`config.mk`:
```
export PLATFORM = sky130hd
export DESIGN_NAME = seq_div_nbits_flat
export DESIGN_NICKNAME = d
export VERILOG_FILES = /design/src/rtl/seq_div_nbits_if.sv /design/src/rtl/seq_div_nbits.sv /design/src/flat_wrapper.sv
export SDC_FILE = /design/constraint.sdc
export NUM_CORES = 1
export LEC_CHECK = 0
export ABC_AREA = 1
export CORE_ASPECT_RATIO = 1.4
export CORE_MARGIN = 5
export CORE_UTILIZATION = 50
export DETAILED_ROUTE_END_ITERATION = 8
export DONT_BUFFER_PORTS = 1
export PLACE_DENSITY = 0.7
export SLEW_MARGIN = 10
export SYNTH_ARGS = -nofsm -noshare
export SYNTH_HDL_FRONTEND = slang
export SYNTH_SLANG_ARGS = --single-unit
```
`constraint.sdc`:
```
create_clock -name clk_i -period 1.81 [get_ports clk_i]
set_clock_uncertainty 0.15 [all_clocks]
set_input_delay 0.362 -clock clk_i [delete_from_list [all_inputs] [get_ports clk_i]]
set_output_delay 0.362 -clock clk_i [all_outputs]
set_load 0.02 [all_outputs]
```
`src/rtl/seq_div_nbits_if.sv`:
```
// Handshake and operand bundle for the sequential divider.
// master = requester (control FSM), slave = divider.
interface seq_div_nbits_if #(
  parameter int width = 8
);
  logic             start_i;
  logic [width-1:0] a_i;
  logic [width-1:0] b_i;
  logic [width-1:0] q_o;
  logic [width-1:0] r_o;
  logic             busy_o;
  logic             done_o;
  logic             div0_o;

  modport master (
    output start_i, a_i, b_i,
    input  q_o, r_o, busy_o, done_o, div0_o
  );

  modport slave (
    input  start_i, a_i, b_i,
    output q_o, r_o, busy_o, done_o, div0_o
  );
endinterface

```
`src/rtl/seq_div_nbits.sv`:
```
// Unsigned restoring divider, one quotient bit per clock.
// start/busy/done handshake; divide-by-zero completes in one cycle.
module seq_div_nbits #(
  parameter int width = 8
) (
  input logic           clk_i,
  input logic           rst_i,
  seq_div_nbits_if.slave bus
);
  localparam int CW = (width > 2) ? $clog2(width) : 1;

  typedef enum logic [1:0] {
    IDLE,
    RUN,
    DONE
  } state_e;

  state_e           state_q;
  logic [width-1:0] rem_q;
  logic [width-1:0] qsh_q;
  logic [width-1:0] div_q;
  logic [width-1:0] q_q;
  logic [width-1:0] r_q;
  logic [CW-1:0]    cnt_q;
  logic             busy_q;
  logic             done_q;
  logic             div0_q;

  logic [width-1:0] low;
  logic [width:0]   trial;
  logic [width-1:0] rem_d;
  logic [width-1:0] qsh_d;
  logic             last;

  // rem always stays below div, so {rem, next dividend bit} fits width+1 bits
  always_comb begin
    low   = {rem_q[width-2:0], qsh_q[width-1]};
    trial = {rem_q[width-1], low} - {1'b0, div_q};
    rem_d = low;
    qsh_d = {qsh_q[width-2:0], 1'b0};
    if (!trial[width]) begin
      rem_d = trial[width-1:0];
      qsh_d = {qsh_q[width-2:0], 1'b1};
    end
    last = (cnt_q == CW'(width - 1));
  end

  always_ff @(posedge clk_i) begin
    if (rst_i) begin
      state_q <= IDLE;
      rem_q   <= '0;
      qsh_q   <= '0;
      div_q   <= '0;
      q_q     <= '0;
      r_q     <= '0;
      cnt_q   <= '0;
      busy_q  <= 1'b0;
      done_q  <= 1'b0;
      div0_q  <= 1'b0;
    end else begin
      unique case (state_q)
        IDLE, DONE: begin
          done_q  <= 1'b0;
          state_q <= IDLE;
          if (bus.start_i) begin
            qsh_q <= bus.a_i;
            div_q <= bus.b_i;
            rem_q <= '0;
            cnt_q <= '0;
            if (bus.b_i == '0) begin
              state_q <= DONE;
              q_q     <= '1;
              r_q     <= bus.a_i;
              div0_q  <= 1'b1;
              done_q  <= 1'b1;
              busy_q  <= 1'b0;
            end else begin
              state_q <= RUN;
              div0_q  <= 1'b0;
              busy_q  <= 1'b1;
            end
          end
        end
        RUN: begin
          rem_q <= rem_d;
          qsh_q <= qsh_d;
          cnt_q <= cnt_q + 1'b1;
          if (last) begin
            q_q     <= qsh_d;
            r_q     <= rem_d;
            busy_q  <= 1'b0;
            done_q  <= 1'b1;
            state_q <= DONE;
          end
        end
        default: begin
          state_q <= IDLE;
          busy_q  <= 1'b0;
          done_q  <= 1'b0;
        end
      endcase
    end
  end

  assign bus.q_o    = q_q;
  assign bus.r_o    = r_q;
  assign bus.busy_o = busy_q;
  assign bus.done_o = done_q;
  assign bus.div0_o = div0_q;
endmodule

```
`src/flat_wrapper.sv`:
```
// flat-port wrapper written by rule: the top's interface ports become plain ports
module seq_div_nbits_flat 
#(
  parameter int width = 8
)
  (clk_i, rst_i, bus_start_i, bus_a_i, bus_b_i, bus_q_o, bus_r_o, bus_busy_o, bus_done_o, bus_div0_o);
  seq_div_nbits_if #(.width(width)) bus_i ();
  input logic clk_i;
  input logic rst_i;
  input wire logic [$bits(bus_i.start_i)-1:0] bus_start_i;
  input wire logic [$bits(bus_i.a_i)-1:0] bus_a_i;
  input wire logic [$bits(bus_i.b_i)-1:0] bus_b_i;
  output wire logic [$bits(bus_i.q_o)-1:0] bus_q_o;
  output wire logic [$bits(bus_i.r_o)-1:0] bus_r_o;
  output wire logic [$bits(bus_i.busy_o)-1:0] bus_busy_o;
  output wire logic [$bits(bus_i.done_o)-1:0] bus_done_o;
  output wire logic [$bits(bus_i.div0_o)-1:0] bus_div0_o;
  assign bus_i.start_i = bus_start_i;
  assign bus_i.a_i = bus_a_i;
  assign bus_i.b_i = bus_b_i;
  assign bus_q_o = bus_i.q_o;
  assign bus_r_o = bus_i.r_o;
  assign bus_busy_o = bus_i.busy_o;
  assign bus_done_o = bus_i.done_o;
  assign bus_div0_o = bus_i.div0_o;
  seq_div_nbits #(.width(width)) u_core (.clk_i(clk_i), .rst_i(rst_i), .bus(bus_i));
endmodule
```
# Word level (Yosys, flattened, before mapping)
# Cells that the tools add are included.
dict set report totals {
  regBits 48
  in_bits 19
  out_inout_bits 19
  word_cells 54
}
dict set report classes {
  n_addsub 2
  eq_ne 6
  muxes 28
  reduce_logical 8
}
# operator n
set op_table {}
lappend op_table {{8-bit 2-to-1 mux} 9}
lappend op_table {{8-bit case mux with 2 select lines} 4}
lappend op_table {{9-bit by 8-bit subtractor with 9-bit output} 1}
lappend op_table {{8-bit logical NOT} 1}
lappend op_table {{1-bit 2-to-1 mux} 7}
lappend op_table {{2-bit 2-to-1 mux} 3}
lappend op_table {{3-bit case mux with 2 select lines} 1}
lappend op_table {{2-bit AND reduction} 3}
lappend op_table {{2-bit by 1-bit != test with 1-bit output, second input constant} 2}
lappend op_table {{1-bit case mux with 2 select lines} 2}
lappend op_table {{2-bit case mux with 2 select lines} 1}
lappend op_table {{4-bit AND reduction} 1}
lappend op_table {{3-bit by 1-bit adder with 3-bit output, second input constant} 1}
lappend op_table {{3-bit == test, second input constant} 1}
lappend op_table {{3-bit 2-to-1 mux} 1}
lappend op_table {{2-bit by 1-bit == test with 1-bit output, second input constant} 1}
lappend op_table {{2-bit == test, second input constant} 1}
lappend op_table {{2-bit logical NOT} 1}
lappend op_table {{2-bit != test, second input constant} 1}
lappend op_table {{2-bit nonzero test} 1}
lappend op_table {{2-bit OR reduction} 1}

# Depth between registers and ports, before layout
# Gate-level depths: netlist of run 1.
dict set report logic_depth {
  ltp_word 4
  mapped_depth 14
}

# Least setup slack after synthesis of run 1
# Ideal clock, no wire load.
dict set report synth_path {
  path_type {register to register}
  from {register u_core.qsh_q[7]}
  to {register u_core.rem_q[1]}
  arrival_time_ps 1685
  required_ps 1550
  setup_slack_ps -134
  stages_incl_launch_ff 15
  n_path_buf 0
  synth_period_minus_slack_ps 1944
  path_cell_list {dfxtp_1 -> inv_1 -> ha_1 -> inv_1 -> fa_1 -> nand2_1 -> nand2_1 -> nand3_1 -> nand2_1 -> nand2_1 -> nand2_1 -> nand3_1 -> nand3_1 -> nand2_1 -> inv_1}
}
dict set report synth_between {
  elab_chain_cells 3
}
# item line_no
set synth_rtl {}
lappend synth_rtl {{start: declaration} seq_div_nbits.sv:20} ;# logic [width-1:0] qsh_q;
lappend synth_rtl {{start signal: assignment} seq_div_nbits.sv:66} ;# qsh_q <= bus.a_i;
lappend synth_rtl {{start signal: assignment} seq_div_nbits.sv:86} ;# qsh_q <= qsh_d;
lappend synth_rtl {{9-bit by 8-bit subtractor with 9-bit output} seq_div_nbits.sv:38} ;# trial = {rem_q[width-1], low} - {1'b0, div_q};
lappend synth_rtl {{8-bit 2-to-1 mux} seq_div_nbits.sv:41} ;# if (!trial[width]) begin
lappend synth_rtl {{8-bit case mux with 2 select lines} seq_div_nbits.sv:61} ;# unique case (state_q)
lappend synth_rtl {{end signal: assignment} seq_div_nbits.sv:85} ;# rem_q <= rem_d;
lappend synth_rtl {{end: declaration} seq_div_nbits.sv:19} ;# logic [width-1:0] rem_q;
# Every way passes these cells.
# A chain may end at the register's enable or synchronous reset.

# Worst setup path in the final report of run 1
dict set report layout_path {
  from {register u_core.div_q[7]}
  to {register u_core.rem_q[2]}
}
dict set report layout_between {
  elab_chain_cells 3
}
# item line_no
set layout_rtl {}
lappend layout_rtl {{start: declaration} seq_div_nbits.sv:21} ;# logic [width-1:0] div_q;
lappend layout_rtl {{start signal: assignment} seq_div_nbits.sv:67} ;# div_q <= bus.b_i;
lappend layout_rtl {{9-bit by 8-bit subtractor with 9-bit output} seq_div_nbits.sv:38}
lappend layout_rtl {{8-bit 2-to-1 mux} seq_div_nbits.sv:41}
lappend layout_rtl {{8-bit case mux with 2 select lines} seq_div_nbits.sv:61}
# Every way passes these cells.

==> reports/results.ini, run 1 <==
[synth]
synth_seq_cells = 47
syn-instance-count = 367
yosysWarnings = 0
ys_seq_area_share_pct = 38.4
avgSynthCellArea_um2 = 6.67
synth_cell_types = 28
syn-cell-area_um2 = 2450
synth_fp_nets = 397

[power_and_ir_drop]
power-per-cell-area_nw_per_um2 = 908
p_leak_nw = 1.52
peakVddDrop_v = 0.000604

[sta]
max_freq_mhz = 506
setup_violations = 18
worstMarginPinSlew_ns = 0.532
layout_min_cycle_time_ns = 1.98
timing.final.crit_share_pct = 109
maxSlewHeadroom_pct = 64.4
finalHoldViolCount = 0
drv_slew = 0
rsz0062_at_grt = true
setup_slack_ns = -0.166
fin_hold_ws_ns = 0.0359

[place]
portBuffers = 0
place_ws_ns = -0.155
gp_congestion = 0.902
hpwlAfterDp_mm = 4.54

[outcome]
status = finished with violations
failed_checks = setup timing

[critical_path]
worstRegToRegCells = 12
crit_slowest_cell = ha_1
end_kind = flip-flop
cp.required_ns = 1.87
path_cells = inv_1 > ha_1 > nand2_2 > inv_1 > a21oi_4 > nand2_4 > nand2_4 > nand2_4 > nand3_2 > nand3_2 > nand2_1 > inv_1
rrSetupSlack_ns = -0.17
worstSetupEndpoint = u_core.rem_q[2]$_SDFFE_PP0P_
arrival_ns = 2.04
rr_startpoint = u_core.div_q[7]$_SDFFE_PP0P_
path_class = flip-flop to flip-flop
slowest_delay_ns = 0.34
startpoint_type = flip-flop
critPathLaunch = u_core.div_q[7]$_SDFFE_PP0P_
worstReg2RegEnd = u_core.rem_q[2]$_SDFFE_PP0P_
crit_path_max_fanout = 5

[finish]
syn2layout_area_growth_pct = 28.0
drive_gt1_share_pct = 25.3
post-route-util_pct = 65.2
num_antenna_cells = 0
fillers = 437
final_common_cell = nand2_1
layout_common_cells = 91 x nand2_1, 45 x inv_1, 45 x dfxtp_1
nets = 428

[clocking]
cts.sinks = 47
cts_tree = done
clock_path_buffers = 2
htreeDepth = 2
clk_pin_slew_worst_paths_ns = 0.09
clk_latency_ns = 0.31
cts_root_buf = clkbuf_8
numCtsBuffers = 5

[floorplanning]
dieArea_um2 = 6410
core.rowCount = 30
io_pins = 38
start_util_pct = 50.9
core-area_um2 = 4800
die_w_um = 69.1
dieHeight_um = 92.8

[global_route]
grt_overflow = 0
grt_max_degree = 24
antenna_found_initial = 0
grt_usage_pct = 22.2
grt_pass1_wl_mm = 11.4
grt_pass1_vias = 2344

[routing]
drtAntennaViolNets = 0
drc = 0
routed_via_density = 5.12
drt_iter0_drc = 78
totalWireLength_mm = 6.50
vias = 2370
routedWlPerCell_um = 14.0
firstDrtPassIters = 4

[hold_path]
worstHoldPathType = input port to flip-flop

[run]
cap_violations = 0

registers in the layout (all words and copies together), names as in the netlist:
register	flops
u_core.bus.r_o	8
u_core.state_q	2
u_core.div_q	8
u_core.bus.div0_o	1
u_core.bus.busy_o	1
u_core.bus.q_o	8
u_core.cnt_q	3
u_core.qsh_q	8
u_core.rem_q	8
worst min path at each step:
stage / startpoint / end / slack (ns) / cells past startpoint
after floorplan: u_core.cnt_q[0]$_SDFFE_PP0P_ / u_core.cnt_q[0]$_SDFFE_PP0P_ / 0.28 / 1
after global placement: rst_i / u_core.qsh_q[5]$_SDFFE_PP0P_ / 0.29 / 1
after detailed placement: rst_i / u_core.qsh_q[4]$_SDFFE_PP0P_ / 0.29 / 1
after CTS: rst_i / u_core.bus.r_o[2]$_SDFFE_PP0P_ / 0.04 / 3
after global routing: rst_i / u_core.bus.r_o[2]$_SDFFE_PP0P_ / 0.05 / 3
final: rst_i / u_core.bus.r_o[2]$_SDFFE_PP0P_ / 0.04 / 3
where the power goes:
part | switching, mW | internal [mW] | leakage (nW)
sequential | 0.0995 | 1.12 | 0.386
combinational | 0.601 | 0.381 | 1.09
clock | 0.373 | 0.271 | 0.0412
synth_stat cells, drive strengths merged:
| cell | instances | area share [%] |
|---|---|---|
| a21oi | 26 | 5.3 |
| dfxtp | 47 | 38 |
| buf | 5 | 1.2 |
| xor2 | 2 | 0.72 |
| nand2 | 101 | 16 |
| inv | 51 | 8.0 |
| nor2 | 43 | 7.5 |
| clkinv | 2 | 0.31 |
| fa | 1 | 0.82 |
| o21ai | 19 | 4.0 |
| ha | 10 | 5.1 |
| xnor2 | 1 | 0.36 |
| nand4 | 1 | 0.26 |
| nor3 | 4 | 0.82 |
| nand3 | 40 | 8.2 |
| or2 | 4 | 1.0 |
| a31oi | 4 | 1.0 |
| clkbuf | 6 | 0.92 |
cell type report:
| class | instances | area, um2 | share of cell area [%] |
|---|---|---|---|
| Clock inverter | 2 | 12.5 | 0.399 |
| Inverter | 53 | 204 | 6.51 |
| Tap cell | 64 | 80.1 | 2.56 |
| Timing Repair Buffer | 34 | 262 | 8.35 |
| Clock buffer | 6 | 72.6 | 2.32 |
| Sequential cell | 47 | 943 | 30.1 |
| Multi-Input combinational cell | 257 | 1560 | 49.8 |
cell families after synthesis:
kind of cell | synth area share, %
AOI/OAI and AO/OA | 10.4
xor gates and xnor gates | 1.07
adders and majority gates | 5.93
buffers and inverters | 10.4
DFF | 38.4
and+or+nand+nor | 33.7
what timing repair did:
action                                 in CTS  in global routing
setup endpoints to repair                  18                 29
gates resized for setup                    37                  9
cloned                                      1                  0
pin swaps                                  13                  5
setup buffers                               1                  0
endpoints found under the hold margin      13                  0
hold buffers                                1                  0
metrics by stage:
| step | power, mW | TNS, ns | instances | area, um2 |
|---|---|---|---|---|
| after global placement | 1.99 | -1.38 | 452 | 2770 |
| after floorplan | 1.76 | -0.116 | 367 | 2500 |
| after detailed placement | 2.00 | -2.05 | 452 | 2770 |
| after global routing | 3.03 | -4.58 | 463 | 3130 |
| after CTS | 2.79 | -1.40 | 463 | 3070 |
| final | 2.84 | -2.61 | 463 | 3130 |
critical path: cells and delay by family, from the launching register on:
family | cells | cell delay [ns]
fa+ha+maj | 1 | 0.34
compound gates | 1 | 0.24
buf+inv | 3 | 0.15
flops | 1 | 0.33
simple gates | 7 | 0.67
per-layer routing:
layer	share of wire (%)	track usage (%)	wire [um]
met1	39	24.5	2530
met5	0	0	0
met2	53	39.9	3440
met4	3.2	10.4	206
met3	5.1	4.89	330
Power figures use the tool's default switching activity.
==> run 2: changes to the inputs <==
--- a/config.mk
+++ b/config.mk
@@ -5,7 +5,6 @@
 export SDC_FILE = /design/constraint.sdc
 export NUM_CORES = 1
 export LEC_CHECK = 0
-export ABC_AREA = 1
 export CORE_ASPECT_RATIO = 1.4
 export CORE_MARGIN = 5
 export CORE_UTILIZATION = 50
==> run 2 against run 1 <==
Compared with the run above: the flow still finishes with violations (setup timing); sequential cell count stayed put; critical path depth fell by 1; critical endpoint is now u_core.bus.r_o[2]$_SDFFE_PP0P_; total power increased by 1.6%.
==> reports/results.ini, run 2 <==
[clocking]
numCtsBuffers = 5
clk_latency_ns = 0.30
clk_pin_slew_worst_paths_ns = 0.09
cts_tree = done
htreeDepth = 2
cts.sinks = 47
clock_path_buffers = 2
cts_root_buf = clkbuf_8

[floorplanning]
core.rowCount = 29
dieArea_um2 = 6240
start_util_pct = 51.8
io_pins = 38
core-area_um2 = 4570
die_w_um = 68.2
dieHeight_um = 91.5

[synth]
synth_top_area_share_pct = 39.7
synth_fp_nets = 325
syn-instance-count = 295
synth_cell_types = 44
ys_seq_area_share_pct = 39.7
synthAdderAreaFrac_pct = 6.12
yosys.area_share.simple_pct = 23.1
avgSynthCellArea_um2 = 8.03
synthFlopType = dfxtp_1
synth_area_leaders = dfxtp_1 40%, nand2_1 7.3%, nor2_1 7.1%
synth_mux_area_share_pct = 4.49
async_flop_share_pct = 0
synth_most_common_cell = dfxtp_1
synth_seq_cells = 47
synth_top_cell_by_area = dfxtp_1
yosys-top-cells-count = 47 x dfxtp_1, 46 x nand2_1, 45 x nor2_1, 24 x a21oi_1, 14 x o21ai_0
synth-xor-area-share_pct = 1.48
synth_edf_count = 0
synth_top_family_by_area = simple AND/OR/NAND/NOR gates
syn-cell-area_um2 = 2370
synth-compound-area-share_pct = 21.4
yosysWarnings = 0

[global_route]
groute.layer.met2.usage_pct = 42.3
busiest_layer = met2
grt_pass1_wl_mm = 10.9
grt_pass1_vias = 2270
globalRouteMet1Util_pct = 25.6
grt_max_degree = 36
use_met3_pct = 3.83
grt_overflow = 0
antenna_found_initial = 0
grt_usage_pct = 23.0

[power_and_ir_drop]
combPwrFrac_pct = 36.2
seqPwrFrac_pct = 41.6
p_leak_nw = 1.28
power_frac_clock_pct = 22.1
internal_power_mw = 1.92
power-per-cell-area_nw_per_um2 = 913
switchingPower_uw = 969
peakVddDrop_v = 0.000700
swShare_pct = 33.5
power_mw = 2.89

[sta]
setup_tns_ns = -10.89
rsz0062_at_grt = true
setup_violations = 18
maxSlewHeadroom_pct = 46.0
setup_slack_ns = -0.682
drv_slew = 0
max_freq_mhz = 401
fin_hold_ws_ns = 0.0131
timing.final.crit_share_pct = 138
layout_min_cycle_time_ns = 2.49
worstMarginPinSlew_ns = 0.803
finalHoldViolCount = 0

[finish]
drive_gt1_share_pct = 32.5
layout_common_cells = 56 x buf_4, 43 x dfxtp_1, 42 x nand2_1
nets = 383
post-route-util_pct = 69.2
syn2layout_area_growth_pct = 33.5
num_antenna_cells = 0
final_common_cell = buf_4

[place]
hpwlAfterDp_mm = 5.14
gp_congestion = 0.873
portBuffers = 0

[routing]
drtAntennaViolNets = 0
firstDrtPassIters = 4
drc = 0
drt_iter0_drc = 84
routedWlPerCell_um = 16.6
vias = 2350
totalWireLength_mm = 6.89
routed_via_density = 5.65

[outcome]
failed_checks = setup timing
status = finished with violations

[critical_path]
startpoint_type = flip-flop
end_kind = flip-flop
arrival_ns = 2.58
crit_path_max_fanout = 7
path_class = flip-flop to flip-flop
cp.required_ns = 1.90

[hold_path]
worstHoldPathType = input port to flip-flop

[run]
cap_violations = 0

-- run 2: cell types whose count changed after synthesis, sizes merged, moves of 8 or more --
cell / previous run / this run
nand2: 101 / 46
nand3: 40 / 2
inv: 51 / 11
a22oi: 0 / 12
nor3: 4 / 12
-- run 2: power by group through the flow --
stage / Combinational [mW] / Clock (mW) / Sequential, mW
4_1_cts: 0.985 / 0.650 / 1.20
6_report: 1.05 / 0.640 / 1.20
5_1_grt: 1.14 / 0.693 / 1.21
2_1_floorplan: 0.565 / 0 / 1.21
3_5_place_dp: 0.883 / 0 / 1.22
3_3_place_gp: 0.863 / 0 / 1.22
-- run 2: routing by layer --
metal	routed length (um)	vias to the layer above
met3	260	9
met4	108	0
met2	3850	54
met5	0	-
met1	2670	1135
li1	-	1152
-- run 2: cells by family (layout without fill, tap and decap cells) --
logic type	count (synthesis)	count (layout)
fa+ha+maj	11	11
simple gates	124	124
compound gates	76	76
flops	47	47
mux	10	10
buf+inv	23	82
xor+xnor	4	4
-- run 2: what timing repair did --
| item | in CTS | in global routing |
|---|---|---|
| pin swaps | 5 | 13 |
| endpoints found under the hold margin | 35 | 0 |
| setup buffers | 3 | 3 |
| resized for setup | 14 | 26 |
| endpoints found under the setup margin | 25 | 27 |
| hold buffers | 1 | 0 |
-- run 2: critical path, stage by stage (launching register included) --
cell and delay, ns:
dfxtp_2 0.33, inv_2 0.07, ha_4 0.13, inv_2 0.03
fa_2 0.35, a211oi_2 0.27, nor3_2 0.10, mux2i_2 0.18
nor2_4 0.26, buf_6 0.15, mux2_4 0.31, o22ai_2 0.08
-- run 2: worst paths after layout --
kind,start,endpoint,slack (ns),cells past startpoint
setup / recovery,u_core.qsh_q[7]$_SDFFE_PP0P_,u_core.bus.r_o[2]$_SDFFE_PP0P_,-0.68,11
hold / removal,rst_i,u_core.bus.r_o[5]$_SDFFE_PP0P_,0.01,1
setup reg to reg,u_core.qsh_q[7]$_SDFFE_PP0P_,u_core.bus.r_o[2]$_SDFFE_PP0P_,-0.68,11
hold reg to reg,u_core.div_q[5]$_SDFFE_PP0P_,u_core.div_q[5]$_SDFFE_PP0P_,0.31,2
-- run 2: metrics by stage --
step                      cell area (um2)  setup slack [ns]  cells
after global routing                 3160            -0.787    416
after detailed placement             2860            -0.697    401
final                                3160            -0.682    416
after floorplan                      2410            -0.592    295
after global placement               2860            -0.615    401
after CTS                            3040            -0.654    413
-- run 2: cell type report --
cell class	instances	area, um2
clock buffer	5	68.8
clock inverter	3	20.0
fill	412	1410
inverter	11	41.3
multi-input combinational	225	1500
sequential	47	946
tap	62	77.6
timing repair buffer	63	508
==> run 3: changes to the inputs <==
--- a/config.mk
+++ b/config.mk
@@ -5,7 +5,7 @@
 export SDC_FILE = /design/constraint.sdc
 export NUM_CORES = 1
 export LEC_CHECK = 0
-export CORE_ASPECT_RATIO = 1.4
+export CORE_ASPECT_RATIO = 0.6
 export CORE_MARGIN = 5
 export CORE_UTILIZATION = 50
 export DETAILED_ROUTE_END_ITERATION = 8
==> run 3 against run 2 <==
Compared with the run above: the flow still finishes with violations (setup timing); count of clock-buffer cells in the layout grew 1; hold slack gained 0.0014 ns; sequential cell count is the same; sequential share of layout area grew 0.58 points; first-iteration DRC count grew to 2.9 times the previous value; sequential power is essentially flat; cell area shrank 1.9%; wire length grew 0.26%; clock power grew 27%; register-to-register slack lost 0.03 ns; non-clock buffer count shrank 11; largest power group unchanged.
==> reports/results.ini, run 3 (synthesized netlist as in run 2, its figures left out) <==
[clocking]
cts_root_buf = clkbuf_8
clk_pin_slew_worst_paths_ns = 0.09
clock_path_buffers = 2
numCtsBuffers = 5
clk_latency_ns = 0.31
cts_tree = done
htreeDepth = 2
cts.sinks = 47

[floorplanning]
io_pins = 38
start_util_pct = 51.6
core-area_um2 = 4590
dieArea_um2 = 6260
core.rowCount = 19
dieHeight_um = 63.3
die_w_um = 98.9

[finish]
multi_input_area_um2 = 1480
syn2layout_area_growth_pct = 30.9
layout_common_cells = 45 x nand2_1, 45 x nor2_1, 44 x buf_4
num_antenna_cells = 0
post-route-util_pct = 67.6
regArea_um2 = 946
fillers = 375
nets = 372
drive_gt1_share_pct = 27.7

[outcome]
status = finished with violations
failed_checks = setup timing

[hold_path]
worstHoldPathCells = 1
worstHoldPathType = input port to flip-flop

[global_route]
grt_usage_pct = 21.6
antenna_found_initial = 0
grt_pass1_vias = 2084
grt_pass1_wl_mm = 10.8
grt_max_degree = 35
grt_overflow = 0

[sta]
max_freq_mhz = 397
worstMarginPinSlew_ns = 0.784
setup_slack_ns = -0.709
drv_slew = 0
rsz0062_at_grt = true
fin_hold_ws_ns = 0.0145
maxSlewHeadroom_pct = 47.4
finalHoldViolCount = 0
setup_violations = 18
timing.final.crit_share_pct = 139
layout_min_cycle_time_ns = 2.52

[power_and_ir_drop]
power-per-cell-area_nw_per_um2 = 1030
switchingPower_mw = 1.01
power_mw = 3.20
seqPwrFrac_pct = 37.5
swShare_pct = 31.5
peakVddDrop_v = 0.000498
p_leak_nw = 1.24
combPwrFrac_pct = 37.0
internal_power_mw = 2.19
power_frac_clock_pct = 25.5

[critical_path]
crit_cells = 10
path_buf_inv = 3
crit_slowest_cell = dfxtp_1
crit_path_max_fanout = 4
slowest_delay_ns = 0.34
crit_family = multiplexers
worstRegToRegCells = 10
path_cells = inv_1 > ha_1 > buf_4 > nand2_1 > nor3_2 > mux2i_2 > nor2_4 > buf_6 > mux2i_4 > a2111oi_2
cp.required_ns = 1.86
path_class = flip-flop to flip-flop
end_kind = flip-flop
startpoint_type = flip-flop
arrival_ns = 2.57

[run]
cap_violations = 0

[routing]
routed_via_density = 5.77
drtAntennaViolNets = 0
routedWlPerCell_um = 17.0
drt_iter0_drc = 242
drc = 0
totalWireLength_mm = 6.91
vias = 2341
firstDrtPassIters = 5

[place]
portBuffers = 0
hpwlAfterDp_mm = 5.10
gp_congestion = 0.906

run 3: cell types whose count changed in the layout (fill, tap and decap cells not counted), moves of 2 or more:
| cell | before | now |
|---|---|---|
| ha_1 | 7 | 9 |
| nor2_1 | 41 | 45 |
| nor3_1 | 7 | 9 |
| nor2_2 | 3 | 0 |
| nor3_2 | 5 | 3 |
| buf_4 | 56 | 44 |
| o21ai_1 | 6 | 4 |
| nand2_2 | 4 | 1 |
| nand2_1 | 42 | 45 |
| mux2i_2 | 3 | 1 |
| clkinvlp_4 | 2 | 0 |
| ha_4 | 3 | 1 |
| mux2i_4 | 0 | 2 |
run 3: worst reg2reg max path, delay by kind of cell (launching register included):
family	cells	cell delay [ns]
flops	1	0.34
buf+inv	3	0.31
simple gates	3	0.48
mux	2	0.51
fa+ha+maj	1	0.30
compound gates	1	0.32
run 3: path summary, 6_finish.rpt:
path	slack [ns]	startpoint	end
worst max register to register	-0.71	u_core.div_q[6]$_SDFFE_PP0P_	u_core.bus.r_o[4]$_SDFFE_PP0P_
worst max-delay path	-0.71	u_core.div_q[6]$_SDFFE_PP0P_	u_core.bus.r_o[4]$_SDFFE_PP0P_
worst min register to register	0.31	u_core.div_q[4]$_SDFFE_PP0P_	u_core.div_q[4]$_SDFFE_PP0P_
worst min-delay path	0.01	rst_i	u_core.bus.r_o[6]$_SDFFE_PP0P_
run 3: what timing repair did:
item / 4_1_cts / 5_1_grt
setup endpoints to repair: 18 / 25
gates resized for setup: 19 / 11
pin swaps: 6 / 1
hold buffers: 1 / 1
hold endpoints to repair: 34 / 2
buffers inserted: 4 / 1
run 3: metrics by stage:
step	TNS [ns]	cell area (um2)	worst slack, ns	instances
floorplan	-7.55	2410	-0.592	295
global placement	-9.43	2780	-0.663	391
detailed placement	-10.52	2780	-0.738	391
CTS	-9.92	3040	-0.693	404
global route	-12.43	3100	-0.822	406
finish	-10.15	3100	-0.709	406
run 3: area by class of cell:
type	count	area share (%)
inverter	11	1.33
clock buffer	6	2.66
multi-input combinational	225	47.8
tap	63	2.54
sequential	47	30.5
timing repair buffer	52	14.1
clock inverter	2	1.13
run 3: layer usage:
| metal | track usage (%) | wire length [um] | up-vias |
|---|---|---|---|
| li1 | - | - | 1132 |
| met1 | 33.6 | 3280 | 1074 |
| met2 | 28.5 | 2760 | 120 |
| met3 | 6.28 | 785 | 15 |
| met4 | 5.28 | 88 | 0 |
| met5 | 0 | 0 | - |
run 3: power by group through the flow:
stage	Combinational, mW	Clock, mW	Sequential (mW)
2_1_floorplan	0.565	0	1.21
3_3_place_gp	0.845	0	1.22
3_5_place_dp	0.864	0	1.22
4_1_cts	1.09	0.825	1.20
5_1_grt	1.27	0.882	1.21
6_report	1.18	0.815	1.20
